--- src/rtl/jt12_pkg.sv ---
// jt12_pkg -- shared types and constants for the JT12 register write sequencer. rev 1.0
`default_nettype none

package jt12_pkg;

  typedef enum logic [2:0] {
    ST_IDLE   = 3'd0,
    ST_ADDR   = 3'd1,
    ST_AGUARD = 3'd2,
    ST_AWAIT  = 3'd3,
    ST_DATA   = 3'd4,
    ST_DGUARD = 3'd5,
    ST_DWAIT  = 3'd6
  } state_t;

  localparam int TIMEOUT_DEFAULT = 255;
  localparam int CMD_W           = 17;

  typedef struct packed {
    logic       port;
    logic [7:0] regn;
    logic [7:0] data;
  } cmd_t;

endpackage

`default_nettype wire

--- src/rtl/jt12_cmd_fifo.sv ---
// jt12_cmd_fifo -- power-of-two command FIFO with a combinational head output. rev 1.0
`default_nettype none

module jt12_cmd_fifo
  import jt12_pkg::*;
#(
  parameter int DEPTH = 4,
  parameter int WIDTH = CMD_W
) (
  input  logic             clk,
  input  logic             rst,
  input  logic             push,
  input  logic             pop,
  input  logic [WIDTH-1:0] din,
  output logic [WIDTH-1:0] dout,
  output logic             full,
  output logic             empty
);

  localparam int AW = $clog2(DEPTH);

  logic [WIDTH-1:0] mem [DEPTH];
  logic [AW:0]      wr_ptr;
  logic [AW:0]      rd_ptr;
  logic             do_push;
  logic             do_pop;

  assign do_push = push && !full;
  assign do_pop  = pop && !empty;

  // Extra pointer bit distinguishes full from empty when the indices match.
  assign empty = (wr_ptr == rd_ptr);
  assign full  = (wr_ptr[AW] != rd_ptr[AW]) && (wr_ptr[AW-1:0] == rd_ptr[AW-1:0]);
  assign dout  = mem[rd_ptr[AW-1:0]];

  always_ff @(posedge clk) begin
    if (rst) begin
      wr_ptr <= '0;
      rd_ptr <= '0;
    end else begin
      if (do_push) wr_ptr <= wr_ptr + 1'b1;
      if (do_pop)  rd_ptr <= rd_ptr + 1'b1;
    end
  end

  always_ff @(posedge clk) begin
    if (do_push) mem[wr_ptr[AW-1:0]] <= din;
  end

endmodule

`default_nettype wire

--- src/rtl/jt12_write_seq.sv ---
// jt12_write_seq -- queues YM register writes and sequences address/data strobes against busy. rev 1.0
`default_nettype none

module jt12_write_seq
  import jt12_pkg::*;
#(
  parameter int FIFO_DEPTH = 4,
  parameter int TIMEOUT    = TIMEOUT_DEFAULT
) (
  input  logic       rst,
  input  logic       clk,
  input  logic       cmd_valid,
  output logic       cmd_ready,
  input  logic       cmd_port,
  input  logic [7:0] cmd_reg,
  input  logic [7:0] cmd_data,
  output logic       write,
  output logic [1:0] addr,
  output logic [7:0] dout,
  input  logic       busy,
  output logic       idle,
  output logic       timeout_err
);

  localparam logic [15:0] TIMEOUT_CNT = 16'(TIMEOUT);

  state_t      state;
  state_t      state_nx;
  cmd_t        head;
  logic        fifo_full;
  logic        fifo_empty;
  logic        push;
  logic        pop;
  logic        cache_valid;
  logic        cache_port;
  logic [7:0]  cache_reg;
  logic        hit;
  logic [15:0] wait_cnt;
  logic [15:0] wait_inc;
  logic        expire;
  logic        write_nx;
  logic [1:0]  addr_nx;
  logic [7:0]  dout_nx;

  assign cmd_ready = !fifo_full;
  assign push      = cmd_valid && cmd_ready;
  assign idle      = fifo_empty && (state == ST_IDLE);
  assign hit       = cache_valid && (cache_port == head.port) && (cache_reg == head.regn);
  assign wait_inc  = wait_cnt + 16'd1;

  jt12_cmd_fifo #(
    .DEPTH (FIFO_DEPTH),
    .WIDTH (CMD_W)
  ) u_fifo (
    .clk   (clk),
    .rst   (rst),
    .push  (push),
    .pop   (pop),
    .din   ({cmd_port, cmd_reg, cmd_data}),
    .dout  (head),
    .full  (fifo_full),
    .empty (fifo_empty)
  );

  always_comb begin
    state_nx = state;
    pop      = 1'b0;
    expire   = 1'b0;
    write_nx = 1'b0;
    addr_nx  = addr;
    dout_nx  = dout;
    case (state)
      ST_IDLE:   if (!fifo_empty && !busy) state_nx = hit ? ST_DATA : ST_ADDR;
      ST_ADDR:   state_nx = ST_AGUARD;
      ST_AGUARD: state_nx = ST_AWAIT;
      ST_AWAIT: begin
        if (!busy) begin
          state_nx = ST_DATA;
        end else if (wait_inc == TIMEOUT_CNT) begin
          expire   = 1'b1;
          state_nx = ST_DATA;
        end
      end
      ST_DATA: begin
        pop      = 1'b1;
        state_nx = ST_DGUARD;
      end
      ST_DGUARD: state_nx = ST_DWAIT;
      ST_DWAIT: begin
        if (!busy) begin
          state_nx = ST_IDLE;
        end else if (wait_inc == TIMEOUT_CNT) begin
          expire   = 1'b1;
          state_nx = ST_IDLE;
        end
      end
      default: state_nx = ST_IDLE;
    endcase

    // Strobe outputs are registered so they line up with the ADDR/DATA state cycle.
    if (state_nx == ST_ADDR) begin
      write_nx = 1'b1;
      addr_nx  = {head.port, 1'b0};
      dout_nx  = head.regn;
    end else if (state_nx == ST_DATA) begin
      write_nx = 1'b1;
      addr_nx  = {head.port, 1'b1};
      dout_nx  = head.data;
    end
  end

  always_ff @(posedge clk) begin
    if (rst) begin
      state       <= ST_IDLE;
      write       <= 1'b0;
      addr        <= 2'd0;
      dout        <= 8'd0;
      cache_valid <= 1'b0;
      cache_port  <= 1'b0;
      cache_reg   <= 8'd0;
      wait_cnt    <= 16'd0;
      timeout_err <= 1'b0;
    end else begin
      state <= state_nx;
      write <= write_nx;
      addr  <= addr_nx;
      dout  <= dout_nx;
      if (state == ST_ADDR) begin
        cache_valid <= 1'b1;
        cache_port  <= head.port;
        cache_reg   <= head.regn;
      end
      // A timeout leaves the chip state unknown, so the next write re-sends its address.
      if (expire) begin
        cache_valid <= 1'b0;
        timeout_err <= 1'b1;
      end
      if (state == ST_AGUARD || state == ST_DGUARD) begin
        wait_cnt <= 16'd0;
      end else if ((state == ST_AWAIT || state == ST_DWAIT) && busy) begin
        wait_cnt <= wait_inc;
      end
    end
  end

endmodule

`default_nettype wire

--- config.mk ---
export PLATFORM = sky130hd
export DESIGN_NAME = jt12_write_seq
export DESIGN_NICKNAME = d
export VERILOG_FILES = /design/src/rtl/jt12_pkg.sv /design/src/rtl/jt12_cmd_fifo.sv /design/src/rtl/jt12_write_seq.sv
export SDC_FILE = /design/constraint.sdc
export NUM_CORES = 1
export LEC_CHECK = 0
export BUFFER_PORTS_ARGS = -buffer_cell sky130_fd_sc_hd__buf_4
export CAP_MARGIN = 0
export CORE_MARGIN = 2
export CORE_UTILIZATION = 43
export DETAILED_ROUTE_END_ITERATION = 10
export PLACE_DENSITY = 0.58
export SLEW_MARGIN = 10
export SYNTH_ARGS = -nofsm -noshare
export SYNTH_HDL_FRONTEND = slang
export SYNTH_SLANG_ARGS = --single-unit
export TNS_END_PERCENT = 20
--- constraint.sdc ---
create_clock -name clk -period 2.4 [get_ports clk]
set_input_delay 0.12 -clock clk [delete_from_list [all_inputs] [get_ports clk]]
set_output_delay 0.12 -clock clk [all_outputs]
set_load 0.05 [all_outputs]
# After elaboration in Yosys (flattened, before gate mapping)
# Memories as Yosys holds them, arrays and structs flattened. A register that Yosys moved wholly into a read port is not among the register bits.
# Index checks and enable logic that the tools add are counted.
# totals
ff_bits,47
ram_bits,68
out_inout_bits,14
n_memories,1
inputBits,21
elab_cells,71
# op_classes
add_sub_neg,3
n_eq_ne,14
reduce_logical,20
muxes,21
# mem_list
memory,depth,width,rd,rd_clocked_by_memory_dff,wr,line_no,text
u_fifo.mem,4,17,1,1,1,jt12_cmd_fifo.sv:22,logic [WIDTH-1:0] mem [DEPTH];
# ops
op,count
$pmux 3 s7,1
$mux 3,6
$add 16x1->16 const B,1
$eq 16x8->1 const B,1
$mux 8,2
$eq 3x3->1 const B,4
$logic_and 1x1->1,9
$eq 8x8->1,1
$mux 1,8
$mux 2,4
$reduce_or 2->1,4
$add 3x1->3 const B,2
$eq 3x1->1 const B,2
$eq 3x2->1 const B,2
$eq 3x3->1,1
$logic_not 1->1,3
$logic_not 3->1,1
$eq 2x2->1,1
$logic_or 1x1->1,2
$reduce_bool 2->1,1
$eq 1x1->1,1
$ne 1x1->1,1

# Longest topological paths before layout
# depth
ltp_word,9
ltp_mapped,11
depth_no_buf,9

# Modules after synthesis
# A second synthesis with hierarchy kept.
# hier_totals
cells_unflattened,413
area_unflattened_um2,5265.0
# modules_own_cells
module,n_inst,cells_each,seq_area_each_um2,area_per_inst_um2
jt12_cmd_fifo,1,157,2202.1,3027.9
jt12_write_seq,1,256,820.8,2237.1

# Worst setup path before layout
# Ideal clock, no wire load.
# synth_path
path_kind,reg2reg
startpoint,register wait_cnt[5]
endpoint,register dout[1]
required_ns,2.275
setup_time_ns,0.125
arrival_ns,2.304
path_stages_with_launch,11
n_path_buf,2
slack_ns,-0.029
period_less_slack_ns,2.429
cell_sequence,dfxtp_1 > buf_2 > nand4_4 > nor4_4 > mux2_1 > a41oi_1 > o41ai_4 > a31oi_4 > buf_6 > mux2i_1 > o21ai_1
# synth_between
elab_chain_len,7
elab_cells_between_ends,11
cone_classes,1 x add/sub; 3 x eq/ne; 6 x mux; 1 x reduce/logical
# synth_lines
element,line_no,text
"start, declared",jt12_write_seq.sv:38,logic [15:0] wait_cnt;
"start signal, assigned",jt12_write_seq.sv:141,wait_cnt <= wait_inc;
$add 16x1->16 (*),jt12_write_seq.sv:49,assign wait_inc = wait_cnt + 16'd1;
$eq 16x8->1 (*),"jt12_write_seq.sv:79, jt12_write_seq.sv:92",
"$mux 3, on equally long branches","jt12_write_seq.sv:92, jt12_write_seq.sv:79",
"$mux 3, on equally long branches","jt12_write_seq.sv:90, jt12_write_seq.sv:77",
$pmux 3 s7 (*),jt12_write_seq.sv:72,case (state)
$eq 3x1->1 or $eq 3x3->1 (tied branches),"jt12_write_seq.sv:101, jt12_write_seq.sv:105",
$mux 8 or $reduce_bool 2->1 (tied branches),--,
"end signal, assigned",jt12_write_seq.sv:127,dout <= dout_nx;
"end, declared",jt12_write_seq.sv:19,"output logic [7:0] dout,"
# Every way passes the cells marked *; elsewhere a longest branch is shown, timed or not.
# A chain may end at the register's enable or synchronous reset.

# Final worst setup path
# layout_path
startpoint,register wait_cnt[12]
endpoint,register dout[5]
# Same word-level chain as after synthesis.

==> flow_metrics.tcl <==
set metrics [dict create \
    layout_common_cells "80 x buf_4, 68 x edfxtp_1, 45 x dfxtp_1" \
    peakVddDrop_mv 0.606 \
    cp_data_required_time_ps 2690 \
    grt_start_max_net_pins 27 \
    cts.sinks 117 \
    drc 0 \
    syn_area_per_cell_um2 13.0 \
    ys_warn_count 0 \
    muxShareOfSynthArea 0.100 \
    ctsLongestPathBuffers 2 \
    fin_ws_ps -81.1 \
    die_h_um 111 \
    io_buffers 34 \
    critical-path-top-delay-family "compound AO/OA/AOI/OAI gates" \
    cts_tree "yes" \
    drt_pass1_iterations 4 \
    synth_area_leaders "edfxtp_1 41%, dfxtp_1 20%, mux4_2 7.8%, nand2_1 3.4%, nor2_1 2.9%" \
    cp_max_fo 5 \
    cts_max_level 4 \
    wl_um 10000 \
    finalPower_uw 5390 \
    place_inst 580 \
    synth_fa_ha_area_frac 0.0178 \
    grt_pass1_vias 3328 \
    vias 3192 \
    routabilityCongestion 0.798 \
    synthesis.area_um2 4930 \
    die_area_um2 12300 \
    setup_violations 7 \
    fin_nets 510 \
    rsz0062_at_grt "yes" \
    startpoint_type "flop" \
    syn2layout_area_growth_pct 33.2 \
    post_dp_cell_area_um2 5610 \
    worst_ep_arrival_time_ps 2770 \
    synth.distinct_cells 47 \
    wire_per_inst_um 15.7 \
    largest_reg_flops 68 \
    antennaDiodeCount 0 \
    cpMaxStageDelayCell "mux2_1" \
    drv_slew 0 \
    yosysTopAreaCell "edfxtp_1" \
    cts_root_buffer "clkbuf_16" \
    drive_above_1_share 0.313 \
    p_leak_uw 0.00246 \
    cts_buffers 17 \
    grt_usage 0.176 \
    synth.top_cell.area_share 0.414 \
    synth-xor-area-share 0.0551 \
    cp-end-kind "flop" \
    path_clk_slew_ps 50 \
    critPathKind "reg -> reg" \
    synthCells 379 \
    cp_common_cell "buf_4" \
    relSlewSlack 0.605 \
    drtAntennaViolNets 0 \
    synth_compound_area_frac 0.0624 \
    min_period_ps 2480 \
    synth_top_family_by_area "simple AND/OR/NAND/NOR gates" \
    via_per_inst 5.00 \
    crit_buf_inv 2 \
    ys_seq_area_frac 0.613 \
    hold_viol_final 0 \
    grt_pass1_wl_um 16500 \
    layout.cells.non_filler 638 \
    drt_iter0_markers 143 \
    post-route-period-util 1.03 \
    max_stage_delay_ps 360 \
    num_io_pins 35 \
    power_density_nw_per_um2 821 \
    grt_overflow 0 \
    maxCapViolCount 0 \
    insertion_delay_ps 410 \
    hp-class "in -> reg" \
    final_common_cell "buf_4" \
    yosys_register_bits 117 \
    place_hpwl_um 6670 \
    core_area_um2 11300 \
    synthSimpleGateAreaFrac 0.127 \
    skew_ps 5.24 \
    rows 39 \
    die_w_um 111 \
    syn_nets 407 \
    outcome "complete, but fails checks" \
    postLayoutCellArea_um2 6570 \
    fin_util 0.580 \
    initial_core_util 0.435 \
    cp_cell_sequence "nand4_1 -> nor4_4 -> mux2_1 -> a41oi_2 -> o41ai_4 -> buf_4 -> a31oi_4 -> buf_4 -> mux2i_1 -> o21ai_1" \
    violations "negative setup slack" \
    fmax_mhz 403 \
    tightest_slew_ps 592 \
    antenna_found_initial 0 \
]
[cell families (layout without fill, tap and decap cells)]
group           count (synthesis)  after routing
simple gates                  126            126
mux                            28             28
flops                         117            117
xor+xnor                       31             31
fa+ha+maj                       7              7
buf+inv                        24            139
compound gates                 46             47
[per-layer routing]
metal  wire, um  global-route usage  up-vias
li1           -                   -     1596
met1       4720               0.223     1542
met4        164              0.0790        0
met5          0                   0        -
met2       4870               0.287       40
met3        243              0.0432       14
[where the power goes]
part	internal, uW	switching, uW
logic	192	270
clock network	1820	834
registers	2230	49.8
total	4240	1150
[path summary, 6_finish.rpt]
path                                                 from  slack, ps  cells past startpoint                             to
worst max-delay path            wait_cnt[12]$_SDFFE_PP0P_        -80                     10           dout[5]$_SDFFE_PP0P_
worst min-delay path                                  rst         70                      2  u_fifo.wr_ptr[0]$_SDFFE_PP0P_
worst max register to register  wait_cnt[12]$_SDFFE_PP0P_        -80                     10           dout[5]$_SDFFE_PP0P_
worst min register to register       addr[0]$_SDFFE_PP0N_        460                      2           addr[0]$_SDFFE_PP0N_
[Yosys cell counts (all sizes together)]
| master | n |
|---|---|
| a211oi | 2 |
| a21bo | 1 |
| a21oi | 21 |
| a221o | 1 |
| a311oi | 1 |
| a31oi | 2 |
| a32oi | 2 |
| a41oi | 1 |
| and2 | 2 |
| and3 | 5 |
| and3b | 2 |
| and4 | 2 |
| buf | 8 |
| clkbuf | 10 |
| dfxtp | 49 |
| edfxtp | 68 |
| ha | 7 |
| inv | 6 |
| mux2 | 1 |
| mux2i | 10 |
| mux4 | 17 |
| nand2 | 44 |
| nand2b | 4 |
| nand3 | 7 |
| nand4 | 7 |
| nor2 | 38 |
| nor2b | 1 |
| nor3 | 2 |
| nor3b | 4 |
| nor4 | 3 |
| o21ai | 13 |
| o221ai | 1 |
| o41ai | 1 |
| or2 | 1 |
| or3 | 4 |
| xnor2 | 15 |
| xor2 | 16 |
[layout make-up]
class	instances	area (um^2)
clock buffers	23	479
clock inverters	9	150
fillers	940	4750
inverters	6	22.5
multi-input cells	239	1880
flip-flops and latches	117	3030
well taps	143	179
repair buffers	101	825
[stage by stage]
step                      setup TNS, ps  setup slack [ps]  hold WS [ps]
after CTS                          -485             -83.3          58.2
after global routing              -2120              -234          77.3
after global placement             -507             -81.1           319
final                              -433             -81.1          70.1
after floorplan                   -16.8             -16.8           219
after detailed placement          -1220              -156           323
[repair_timing]
action                     in CTS  in global routing
pin swaps                       5                  5
buffers inserted                3                  5
resized for setup              12                  9
hold buffers                   17                  0
hold endpoints to repair       68                  0
gates cloned                    1                  0
setup endpoints to repair      12                 14
(Power assumes the default switching activity.)
